[config.mk]
export PLATFORM = sky130hd
export DESIGN_NAME = stream_mux2_rr
export DESIGN_NICKNAME = d
export VERILOG_FILES = /design/src/rtl/stream_pkg.sv /design/src/rtl/rr_arb2.sv /design/src/rtl/stream_mux2_rr.sv
export SDC_FILE = /design/constraint.sdc
export NUM_CORES = 1
export LEC_CHECK = 0
export ABC_CLOCK_PERIOD_IN_PS = 4600
export CORE_MARGIN = 2
export CORE_UTILIZATION = 44
export CTS_CLUSTER_DIAMETER = 40
export DETAILED_ROUTE_END_ITERATION = 10
export PLACE_DENSITY = 0.79
export SYNTH_ARGS = -nofsm -noshare
export SYNTH_HDL_FRONTEND = slang
export SYNTH_HIERARCHICAL = 1
export SYNTH_SLANG_ARGS = --single-unit
[constraint.sdc]
create_clock -name clk -period 4.6 [get_ports clk]
set_clock_uncertainty 0.2 [all_clocks]
set_input_delay 0.69 -clock clk [delete_from_list [all_inputs] [get_ports clk]]
set_output_delay 0.69 -clock clk [all_outputs]
set_load 0.005 [all_outputs]
[src/rtl/stream_pkg.sv]
// Shared types and constants for the two-input packet stream multiplexer.
package stream_pkg;

    // Arbitration state: free to pick a source, or locked to one until its last beat.
    typedef enum logic [1:0] {
        IDLE  = 2'b00,
        LOCK0 = 2'b01,
        LOCK1 = 2'b10
    } state_t;

    // Channel identifiers, also used as the out_src encoding.
    localparam logic CH0 = 1'b0;
    localparam logic CH1 = 1'b1;

endpackage : stream_pkg

[src/rtl/rr_arb2.sv]
// Combinational two-request arbiter with packet lock.
// In IDLE a lone requester wins; on contention the prio channel wins.
// In LOCK0/LOCK1 the locked channel is granted regardless of requests, so a
// packet with an input bubble keeps the output channel.
module rr_arb2
    import stream_pkg::*;
(
    input  logic   i_req0,
    input  logic   i_req1,
    input  logic   i_prio,
    input  state_t i_state,
    output logic   o_gnt_vld,
    output logic   o_gnt
);

    // Grant selection from lock state, requests and priority.
    always_comb begin
        // NOTE: defaults assigned first so every path drives both outputs and no latch is inferred.
        o_gnt_vld = 1'b0;
        o_gnt     = CH0;
        case (i_state)
            IDLE: begin
                if (i_req0 && i_req1) begin
                    o_gnt_vld = 1'b1;
                    o_gnt     = i_prio;
                end else if (i_req0) begin
                    o_gnt_vld = 1'b1;
                    o_gnt     = CH0;
                end else if (i_req1) begin
                    o_gnt_vld = 1'b1;
                    o_gnt     = CH1;
                end
            end
            LOCK0: begin
                o_gnt_vld = 1'b1;
                o_gnt     = CH0;
            end
            LOCK1: begin
                o_gnt_vld = 1'b1;
                o_gnt     = CH1;
            end
            default: begin
                o_gnt_vld = 1'b0;
                o_gnt     = CH0;
            end
        endcase
    end

endmodule : rr_arb2

[src/rtl/stream_mux2_rr.sv]
// Two-to-one valid/ready packet multiplexer with per-packet round-robin.
// A single registered output stage gives one cycle of latency and one beat
// per cycle throughput; the slot reloads in the same cycle it drains.
module stream_mux2_rr
    import stream_pkg::*;
#(
    parameter int DW = 8
) (
    input  logic          clk,
    input  logic          rst_n,
    input  logic          in0_valid,
    output logic          in0_ready,
    input  logic [DW-1:0] in0_data,
    input  logic          in0_last,
    input  logic          in1_valid,
    output logic          in1_ready,
    input  logic [DW-1:0] in1_data,
    input  logic          in1_last,
    output logic          out_valid,
    input  logic          out_ready,
    output logic [DW-1:0] out_data,
    output logic          out_last,
    output logic          out_src
);

    state_t        r_state;
    logic          r_prio;
    logic          r_out_valid;
    logic [DW-1:0] r_out_data;
    logic          r_out_last;
    logic          r_out_src;

    logic          w_can_load;
    logic          w_gnt_vld;
    logic          w_gnt;
    logic          w_acc0;
    logic          w_acc1;
    logic          w_acc;
    logic          w_acc_src;
    logic [DW-1:0] w_acc_data;
    logic          w_acc_last;

    rr_arb2 u_arb (
        .i_req0    (in0_valid),
        .i_req1    (in1_valid),
        .i_prio    (r_prio),
        .i_state   (r_state),
        .o_gnt_vld (w_gnt_vld),
        .o_gnt     (w_gnt)
    );

    // The output slot is free when empty or when its beat leaves this cycle.
    assign w_can_load = !r_out_valid || out_ready;

    assign in0_ready  = w_gnt_vld && (w_gnt == CH0) && w_can_load;
    assign in1_ready  = w_gnt_vld && (w_gnt == CH1) && w_can_load;

    // At most one ready is high, so the two accepts are mutually exclusive.
    assign w_acc0     = in0_valid && in0_ready;
    assign w_acc1     = in1_valid && in1_ready;
    assign w_acc      = w_acc0 || w_acc1;
    assign w_acc_src  = w_acc1 ? CH1 : CH0;
    assign w_acc_data = w_acc1 ? in1_data : in0_data;
    assign w_acc_last = w_acc1 ? in1_last : in0_last;

    // Output register: load on accept, clear valid on drain, hold under backpressure.
    always_ff @(posedge clk or negedge rst_n) begin
        // NOTE: non-blocking assignments for all state; the asynchronous reset also discards any held beat.
        if (!rst_n) begin
            r_out_valid <= 1'b0;
            r_out_data  <= '0;
            r_out_last  <= 1'b0;
            r_out_src   <= CH0;
        end else if (w_acc) begin
            r_out_valid <= 1'b1;
            r_out_data  <= w_acc_data;
            r_out_last  <= w_acc_last;
            r_out_src   <= w_acc_src;
        end else if (out_ready) begin
            r_out_valid <= 1'b0;
        end
    end

    // Packet lock FSM; priority moves to the other channel only at packet end.
    always_ff @(posedge clk or negedge rst_n) begin
        if (!rst_n) begin
            r_state <= IDLE;
            r_prio  <= CH0;
        end else if (w_acc) begin
            if (w_acc_last) begin
                r_state <= IDLE;
                r_prio  <= !w_acc_src;
            end else begin
                r_state <= (w_acc_src == CH1) ? LOCK1 : LOCK0;
            end
        end
    end

    assign out_valid = r_out_valid;
    assign out_data  = r_out_data;
    assign out_last  = r_out_last;
    assign out_src   = r_out_src;

endmodule : stream_mux2_rr

==> metrics.md <==
| Metric | Value |
|---|---|
| Vias | between 600 and 700 |
| Worst hold path depth | 1 |
| Worst hold path class | register to register |
| Yosys top cell by area | dfrtp_1 |
| Setup repair after global routing missed its margin | false |
| Total CTS buffers | 3 |
| DP HPWL | 1270 µm |
| Yosys reg bits | 14 |
| Pleak | approximately 0.55 nW |
| Worst slew pin tran | 0.611 ns |
| Synth area leaders | dfrtp_1 41%, mux2_4 14%, mux2_2 12%, ha_1 4.4%, o211ai_4 2.5% |
| 1st-iter DRT viols | 4 |
| Final period util | 80.7% |
| GRT Total Usage | between 15 and 20% |
| Max_slew headroom | 59.1% |
| Worst Hold Launch | r_prio$_DFFE_PN0P_ |
| Max Freq | 269 MHz |
| Share of layout cells above drive strength 1 | approximately 24% |
| Crit path max fanout | 6 |
| Slowest-stage cell, CP | clkdlybuf4s50_1 |
| Top FF cell, synth | dfrtp_1 |
| P per Cell Area | 660 nW/µm² |
| CTS tree | built |
| Final hold violation count | 0 |
| Area Growth Syn to Fin | 46.0% |
| DRT antenna net count | 0 |
| Sequential cell area fraction in the yosys report | 41.2% |
| Max-cap violations | 0 |
| Placed cell areas | 1210 µm² |
| Clock transition at path regs | approximately 0.090 ns |
| Fill count | 143 |
| Initial Utilization | 48.2% |
| RR Startpoint | r_state[0]$_DFFE_PN0P_ |
| Distinct cells, synth | 28 |
| CP Capture Type | primary output |
| Overall Power | 0.820 mW |
| Final setup viols | 0 |
| CORE AREA | 1760 µm² |
| Synthesized netlist cell count | 67 |
| Routability cong. | ~0.84 |
| Ys Warns | 6 |
| Largest net degree at the start of global routing | 15 |
| Setup crit start kind | primary input |
| Cell repeated most along the worst path | clkdlybuf4s50_1 |
| CP Data Arrival Time | 2.82 ns |
| Clock root buffer | clkbuf_4 |
| Top-count cell post-synth | dfrtp_1 |
| FFs w/ async S/R, synth | between 90% and 100% |
| FF-to-FF End | out_data[6]$_DFFE_PN0P_ |
| Global-route wire length before repair | 2610 µm |
| Fin Setup TNS | 0 ns |
| Crit path kind | primary input to primary output |
| CP Cell Sequence | clkdlybuf4s50_1 > o21ai_0 > a21oi_1 > and2_1 > nor2b_1 > clkdlybuf4s50_1 |
| Max VDD drop | 0.344 mV |
| Minimum clock period | about 3.7 ns |
| Status | complete, no violations |
| Dpl cells | roughly 130 |
| Slack of the critical path | 0.887 ns |
| Net count, final | between 100 and 150 |
| Vias in the first global route | 608 |
| Initial antenna violation count | 0 |
| Hold Worst Slack | about 0.3 ns |
| Placement-stage worst setup slack | 0.889 ns |
| EDFF count, synth | 0 |
| Post-cts resize count | 0 |
| Die ar. | approximately 2300 µm² |
| DIE WIDTH | ~48 µm |
| Final Max Tran Viols | 0 |
| Cell area after synthesis | 851 µm² |
| Yosys top cell area share | between 40% and 50% |
| Die Ht | about 48 µm |
| First drt pass iteration count | 4 |
| Setup bufs post-CTS | 0 |
| Area of the multi-input gates | 459 µm² |
| Routed WL per cell | 13.2 µm |
| Diode count | 0 |
| Syn avg cell area | approximately 13 µm² |
| Vias per std cell | 5.13 |
| DRC Markers | 0 |
| Req. time, crit path | 3.71 ns |
| Top cells by count, synth | 14 x dfrtp_1, 9 x mux2_2, 8 x mux2_4, 4 x inv_1, 4 x nor2_1 |
| Storage cell area | about 350 µm² |
| Fin util | 70.4% |
| I/O Pins | 36 |
| # rows | 15 |
| Clock Latency Late Sink | 0.28 ns |
| WHS Endpoint | r_prio$_DFFE_PN0P_ |
| R2R depth | 6 |
| Flop2flop setup slack | ~2.2 ns |
| Port Buffers | 35 |
| CP max stage delay | ~0.61 ns |
| Final Instance Area | 1240 µm² |
| Post-Syn Nets | 93 |
| Clock sinks | 14 |
| Hold-fix buffers at CTS | 0 |
| Fin cells | ~130 |
| Grt ovf | 0 |
| H-Tree Depth | 1 |
| Drt total wl | 1700 µm |
| Max Buffers Root-to-Sink | 2 |
## critical path, delay by kind of cell
family / cells / cell delay (ns)
buffers and inverters: 2 / 1.11
AOI/OAI and AO/OA: 2 / 0.58
and+or+nand+nor: 2 / 0.44
## final cells by class
cell class,instances,area share (%)
Inverter,4,1.21
Timing Repair Buffer,35,28.2
Sequential cell,14,28.2
Tap cell,25,2.52
Clock buffer,4,2.92
Multi-Input combinational cell,47,37.0
## metal layers
layer | vias up | share of wire, % | global-route usage (%)
li1 | 314 | - | -
met1 | 313 | 43 | 20.9
met2 | 31 | 47 | 26.1
met3 | 4 | 7.7 | 4.53
met4 | 0 | 2.2 | 9.73
met5 | - | 0 | 0
## placed cells by master (no fill, tap or decap), types with 2 or more instances in the layout
cell,count
inv_1,4
mux2_4,8
clkdlybuf4s50_1,35
ha_1,3
mux2_2,9
clkbuf_4,3
o21ai_0,2
nand2b_1,2
dfrtp_1,14
nor2_1,4
nand4_1,2
## how the worst max path moves through the flow
stage / cells past startpoint / from / end
final: 6 / in1_valid / in0_ready
after CTS: 6 / in1_valid / in0_ready
after floorplan: 4 / in1_valid / in0_ready
after detailed placement: 6 / in1_valid / in0_ready
after global placement: 6 / in1_valid / in0_ready
after global routing: 6 / in1_valid / in0_ready
## state kept, by name (all words and copies together), names as in the netlist
register / cells
out_data: 8
out_last: 1
r_state: 2
r_prio: 1
out_valid: 1
out_src: 1
## cells by family after synthesis
group,count (synthesis),synth area share [%]
muxes,18,27.4
and+or+nand+nor,16,12.2
DFF,14,41.2
AOI/OAI and AO/OA,10,10.0
buffers and inverters,6,4.85
adders and majority gates,3,4.41
## power by group
part / switching (mW) / internal, mW
clock: 0.0419 / 0.0482
combinational: 0.197 / 0.308
sequential: 0.0377 / 0.188
total: 0.276 / 0.543
Note: power is estimated with default switching activity, not from simulation.
